`config.mk`:
```
export PLATFORM = sky130hd
export DESIGN_NAME = sync_fifo_reader
export DESIGN_NICKNAME = d
export VERILOG_FILES = /design/src/rtl/sync_fifo_reader.sv
export SDC_FILE = /design/constraint.sdc
export NUM_CORES = 1
export LEC_CHECK = 0
export CAP_MARGIN = 0
export CORE_MARGIN = 5
export CORE_UTILIZATION = 30
export DETAILED_ROUTE_END_ITERATION = 10
export GPL_TIMING_DRIVEN = 0
export PLACE_DENSITY_LB_ADDON = 0.1
export SYNTH_ARGS = -nofsm -noshare
export SYNTH_HDL_FRONTEND = slang
export SYNTH_SLANG_ARGS = --single-unit
```
`constraint.sdc`:
```
create_clock -name clk -period 11.65 [get_ports clk]
set_input_delay 2.33 -clock clk [delete_from_list [all_inputs] [get_ports clk]]
set_output_delay 2.33 -clock clk [all_outputs]
set_load 0.01 [all_outputs]
```
`src/rtl/sync_fifo_reader.sv`:
```
// Drain side of the synchronous FIFO: pops words into a small buffer and presents them on valid/ready.
// Optional delivered-word counter (word_cnt_o) is built when SYNC_FIFO_RDR_STATS_EN is defined.
module sync_fifo_reader #(
    parameter int unsigned WIDTH     = 128,
    parameter int unsigned BUF_DEPTH = 2
`ifdef SYNC_FIFO_RDR_STATS_EN
    ,
    parameter int unsigned CNT_W     = 32
`endif
) (
    input  logic             clk,
    input  logic             reset,
    input  logic             enable_i,
    input  logic             fifo_empty_i,
    input  logic [WIDTH-1:0] fifo_data_i,
    output logic             fifo_rd_o,
    output logic             m_valid_o,
    output logic [WIDTH-1:0] m_data_o,
    input  logic             m_ready_i,
    output logic             idle_o
`ifdef SYNC_FIFO_RDR_STATS_EN
    ,
    output logic [CNT_W-1:0] word_cnt_o
`endif
);

    localparam int unsigned IdxW = $clog2(BUF_DEPTH);
    localparam int unsigned CntW = IdxW + 2;

    logic [WIDTH-1:0] mem_q [BUF_DEPTH];
    logic [IdxW-1:0]  rd_idx_q;
    logic [IdxW-1:0]  wr_idx_q;
    logic [CntW-1:0]  count_q;
    logic [CntW-1:0]  count_d;
    logic             inflight_q;
    logic             pop;

    // Occupancy after this cycle's capture/pop; a same-cycle pop frees room for a new read.
    always_comb begin
        pop       = m_valid_o & m_ready_i;
        count_d   = count_q + CntW'(inflight_q) - CntW'(pop);
        fifo_rd_o = reset & enable_i & ~fifo_empty_i & (count_d < CntW'(BUF_DEPTH));
    end

    always_ff @(posedge clk) begin
        if (!reset) begin
            count_q    <= '0;
            inflight_q <= 1'b0;
            rd_idx_q   <= '0;
            wr_idx_q   <= '0;
            for (int i = 0; i < int'(BUF_DEPTH); i++) begin
                mem_q[i] <= '0;
            end
        end else begin
            inflight_q <= fifo_rd_o;
            count_q    <= count_d;
            if (inflight_q) begin
                mem_q[wr_idx_q] <= fifo_data_i;
                wr_idx_q        <= wr_idx_q + 1'b1;
            end
            if (pop) begin
                rd_idx_q <= rd_idx_q + 1'b1;
            end
        end
    end

    always_comb begin
        m_valid_o = (count_q != '0);
        m_data_o  = mem_q[rd_idx_q];
        idle_o    = (count_q == '0) & ~inflight_q;
    end

`ifdef SYNC_FIFO_RDR_STATS_EN
    logic [CNT_W-1:0] word_cnt_q;

    always_ff @(posedge clk) begin
        if (!reset) begin
            word_cnt_q <= '0;
        end else if (pop) begin
            word_cnt_q <= word_cnt_q + 1'b1;
        end
    end

    assign word_cnt_o = word_cnt_q;
`endif

endmodule

```
# [After elaboration in Yosys (flattened, before gate mapping)]
# Memory sizes are Yosys's and may differ from the RTL's. A register that Yosys moved wholly into a read port is not among the register bits.
# Index checks and enable logic that the tools add are counted.
[word_totals] regBits=6 ram_bits=256 input_bits=133 output_inout_bits=131 wordCells=29 n_memories=1
[op_classes] addsub=4 n_lt_le_gt_ge=1 mux=9 n_bitwise=7 reduce_logical=3
[mem_list] name="mem_q" words=2 word_bits=128 rd=1 rd_clocked_by_memory_dff=1 wr=2 line_no="30" text="logic [WIDTH-1:0] mem_q [BUF_DEPTH];"
[op_table] cell="two-way mux 128 bit" n=1
[op_table] cell="OR reduction 128 bit" n=1
[op_table] cell="two-way mux 1 bit" n=8
[op_table] cell="bitwise AND 1 bit" n=5
[op_table] cell="adder 3 x 1 -> 3 bit" n=1
[op_table] cell="logical NOT 3 bit" n=1
[op_table] cell="less-than comparator 3 x 2 -> 1 bit, second input constant" n=1
[op_table] cell="nonzero test 3 bit" n=1
[op_table] cell="subtractor 3 x 1 -> 3 bit" n=1
[op_table] cell="adder 1 bit, second input constant" n=2
[op_table] cell="inverter 1 bit" n=2

# [Logic depth before layout (Yosys ltp)]
[depth] depth_word=5 ltp_mapped=7 ltp_nobuf=7

# [Worst setup path before layout]
# Ideal clock, no wire load.
[synth_path] kind="register to register" from="register inflight_q" to="memory mem_q[0][0], enable pin" setup_time_ns=0.792 t_arrival_ns=9.377 required_time_ns=10.858 slack_ns=1.481 path_stages_with_launch=3 path_buffers=0 period_less_slack_ns=10.169 path_cell_list="dfxtp_1 > inv_1 > o21ai_0"
[synth_rtl] element="from (decl)" line_no="35" text="logic inflight_q;"
[synth_rtl] element="from (signal assigned)" line_no="55" text="inflight_q <= fifo_rd_o;"
[synth_rtl] element="to (decl)" line_no="30"

# [Worst setup path in the final report]
[layout_path] from="input m_ready_i" to="output fifo_rd_o"
[layout_via] elab_chain_len=4
[layout_lines] element="from (decl)" line_no="19" text="input logic m_ready_i,"
[layout_lines] element="bitwise AND 1 bit" line_no="40" text="pop = m_valid_o & m_ready_i;"
[layout_lines] element="via pop" line_no="36" text="logic pop;"
[layout_lines] element="subtractor 3 x 1 -> 3 bit" line_no="41" text="count_d = count_q + CntW'(inflight_q) - CntW'(pop);"
[layout_lines] element="less-than comparator 3 x 2 -> 1 bit" line_no="42" text="fifo_rd_o = reset & enable_i & ~fifo_empty_i & (count_d < CntW'(BUF_DEPTH));"
[layout_lines] element="bitwise AND 1 bit" line_no="42"
[layout_lines] element="to (decl)" line_no="16" text="output logic fifo_rd_o,"
# The timed path passes the listed nets, and every way through them passes these cells.

==> summary.txt <==
CTS
  – Max clock buf depth: 3
  – CTS Sinks: 263
  – CTS Hold Bufs: 0
  – Clock Pin Slew Worst Setup and Hold Paths: 50 ps
  – CTS Buf Count: 34
  – Worst-Skew Late Latency: 510 ps
  – Setup repair bufs after CTS: 0
  – # H-tree levels: 2
  – CTS tree: done
  – Resized Gates After CTS: 0
  – Clock Tree Root: clkbuf_16

Die
  – Die width: 205 um
  – Core area: 37600 um^2
  – Die H: 205 um
  – Initial Util: 30.3%
  – Row Count: 71
  – Die area: 41900 um^2
  – I/O pin count: 264

Finish
  – Final Cell Area: 15900 um^2
  – Layout cell share with drive strength beyond 1: 21.2%
  – Fillers: 3531
  – Area of the multi-input gates: 3250 um^2
  – Sequential cell area: 7830 um^2
  – Final net count: 1159
  – P&R area growth vs syn: 39.7%

Power
  – Sequential cell fraction of total power: 39.4%
  – Power per cell area: 186 nW/um^2
  – Logic pwr share: 26.9%
  – Switching share of power: 25.3%
  – P_sw: 0.000746 W
  – Design internal power: 0.00221 W
  – Peak supply drop: 0.0962 mV
  – Leakage Power: 5.96 nW
  – Total power: 0.00295 W
  – Clock network power share: 33.8%

Synth
  – Unique masters post-synth: 24
  – Ys async rst share: 0%
  – Avg Cell Area, Syn: 15.9 um^2
  – Sequential area share after synthesis: 68.7%
  – Mapped Area: 11400 um^2
  – Synth Flop Type: edfxtp_1
  – EDFF count, synth: 256
  – Warnings from Yosys: 0
  – Mapped Nets: 853
  – Number of synthesized register bits: 263
  – Cells after Synth: 717

Route
  – Via density: 4.22
  – Drt drc: 0
  – Post-route antenna net violation count: 0
  – Final WL: 28600 um
  – Initial DRC count: 213
  – DR vias: 6576
  – WL per Instance: 18.4 um
  – Drt first pass iters: 4

Place
  – Placed cell area: 14800 um^2
  – Port Buffers: 263
  – DPL Wire Length: 19500 um
  – Routability cong.: 0.696

Global route
  – Initial antenna violation count: 2
  – Vias in the first global route: 7024
  – GR Overflow Total: 0
  – Largest net degree at the start of global routing: 54
  – Gr usage total: 13.4%
  – Global Route met1 Usage: 16.2%
  – GR Util met3: 4.27%
  – Most used routing layer: met2
  – First-pass GRT wire length: 42700 um
  – Met2 GRT Util: 23.2%

STA
  – Hold Fails Final Rpt: 0
  – Max frequency: 138 MHz
  – Slew Limit Fails: 0
  – Fin crit share: 62.3%
  – Period minus WS final: 7260 ps
  – Worst slew pin tran: 873 ps
  – RSZ-0062 raised after global routing: no
  – Final setup viols: 0
  – Slew headroom: 41.8%
  – Worst Skew: 13.2 ps

Flow run
  – # Max-Cap Violations: 0

Setup path
  – Crit path DAT: 4930 ps
  – Critical Path End Type: primary output
  – Critical-path maximum fanout: 3
  – Startpoint types: input port
  – CP Data Required Time: 9320 ps
  – Crit Path Class: input port to primary output

Outcome
  – Status: completed

Worst hold path
  – Hold crit path type: flop to flop
-- sequential cells by signal, summed over array words and instances (netlist names), named ones only --
| name | flops |
|---|---|
| mem_q | 256 |
| count_q | 3 |
| inflight_q | 1 |
| rd_idx_q | 1 |
| wr_idx_q | 1 |
-- Yosys cell counts (2+ instances only) --
master / count / area [um^2]
ha_1: 2 / 25.0
edfxtp_1: 256 / 7690
nand2_1: 2 / 7.51
buf_2: 13 / 65.1
clkbuf_2: 11 / 55.1
mux2_2: 128 / 1440
nand2b_1: 2 / 12.5
nor4_1: 2 / 12.5
dfxtp_1: 7 / 140
inv_1: 4 / 15.0
and2_1: 260 / 1630
buf_6: 13 / 146
mux2i_1: 2 / 20.0
buf_4: 5 / 37.5
-- metal layers --
layer	up-vias	share of wire, %
li1	3169	-
met4	4	1.9
met2	161	50
met5	-	0.073
met3	43	7.2
met1	3199	41
-- area by class of cell --
| class | instances | share of cell area, % |
|---|---|---|
| Sequential cell | 263 | 49.2 |
| Multi-Input combinational cell | 407 | 20.5 |
| Timing Repair Buffer | 270 | 17.6 |
| Clock buffer | 44 | 5.99 |
| Tap cell | 511 | 4.02 |
| Buffer | 43 | 1.94 |
| Clock inverter | 13 | 0.676 |
| Inverter | 4 | 0.0944 |
| Antenna cell | 3 | 0.0472 |
-- logic make-up (layout without fill, tap and decap cells) --
family | count (synthesis) | after routing | synth area share, %
flip-flops | 263 | 263 | 68.7
adder cells (fa/ha/maj) | 3 | 3 | 0.396
buffers and inverters | 47 | 374 | 2.84
XOR/XNOR | 2 | 2 | 0.275
AND/OR/NAND/NOR | 270 | 270 | 14.8
multiplexers | 130 | 130 | 12.8
other | 0 | 3 | 0
AO/OA/AOI/OAI | 2 | 2 | 0.121
-- through the flow --
step / hold slack [ps] / worst slack [ps] / setup TNS, ps / util [%] / instances
detailed placement: 474 / 4410 / 0 / 39.5 / 1498
CTS: 486 / 4400 / 0 / 42.3 / 1555
global placement: 460 / -5590 / -713760 / 39.0 / 1491
floorplan: 452 / 1480 / 0 / - / 717
finish: 483 / 4390 / 0 / 42.3 / 1558
global route: 523 / 4320 / 0 / 42.3 / 1555
-- power by group through the flow --
stage	Sequential [W]	Clock, W	Combinational (W)
after global routing	0.00117	0.00107	0.000851
final	0.00116	0.000997	0.000793
after CTS	0.00116	0.00103	0.000820
after detailed placement	0.00118	0	0.000813
after floorplan	0.00120	0	0.000381
after global placement	0.00122	0	0.000802
-- placed cells by master (no fill, tap or decap) --
cell	n
buf_2	13
buf_6	13
clkinvlp_4	1
mux2i_1	2
edfxtp_1	256
buf_12	4
nor4_1	2
mux2_2	128
and2_1	260
xnor3_1	1
o31a_1	1
or3_1	1
buf_16	3
clkdlybuf4s50_1	263
diode_2	3
nor2_1	1
buf_4	5
clkbuf_16	37
and3_1	1
o21ai_4	1
fa_1	1
clkbuf_2	11
and3b_1	1
nand2_1	2
nand2b_1	1
dfxtp_1	7
bufinv_16	2
ha_1	2
clkbuf_1	8
clkinv_1	8
clkinv_2	2
inv_1	4
xor2_1	1
nand2b_4	1
-- critical path: stages --
cell             delay, ps
clkdlybuf4s50_1        400
o31a_1                 160
ha_1                   290
inv_1                   40
ha_1                   180
fa_1                   380
xnor3_1                220
nor4_1                 300
clkdlybuf4s50_1        620
-- final timing paths --
check                                            from                    endpoint  slack [ps]  cells past startpoint
worst max register to register  wr_idx_q$_SDFFE_PN0P_  mem_q[1][80]$_SDFFCE_PN0P_        9270                      4
worst min register to register  rd_idx_q$_SDFFE_PN0P_                        flop         480                      2
worst min-delay path            rd_idx_q$_SDFFE_PN0P_                        flop         480                      2
worst max-delay path                        m_ready_i                   fifo_rd_o        4390                      9
Note: power is estimated with default switching activity, not from simulation.
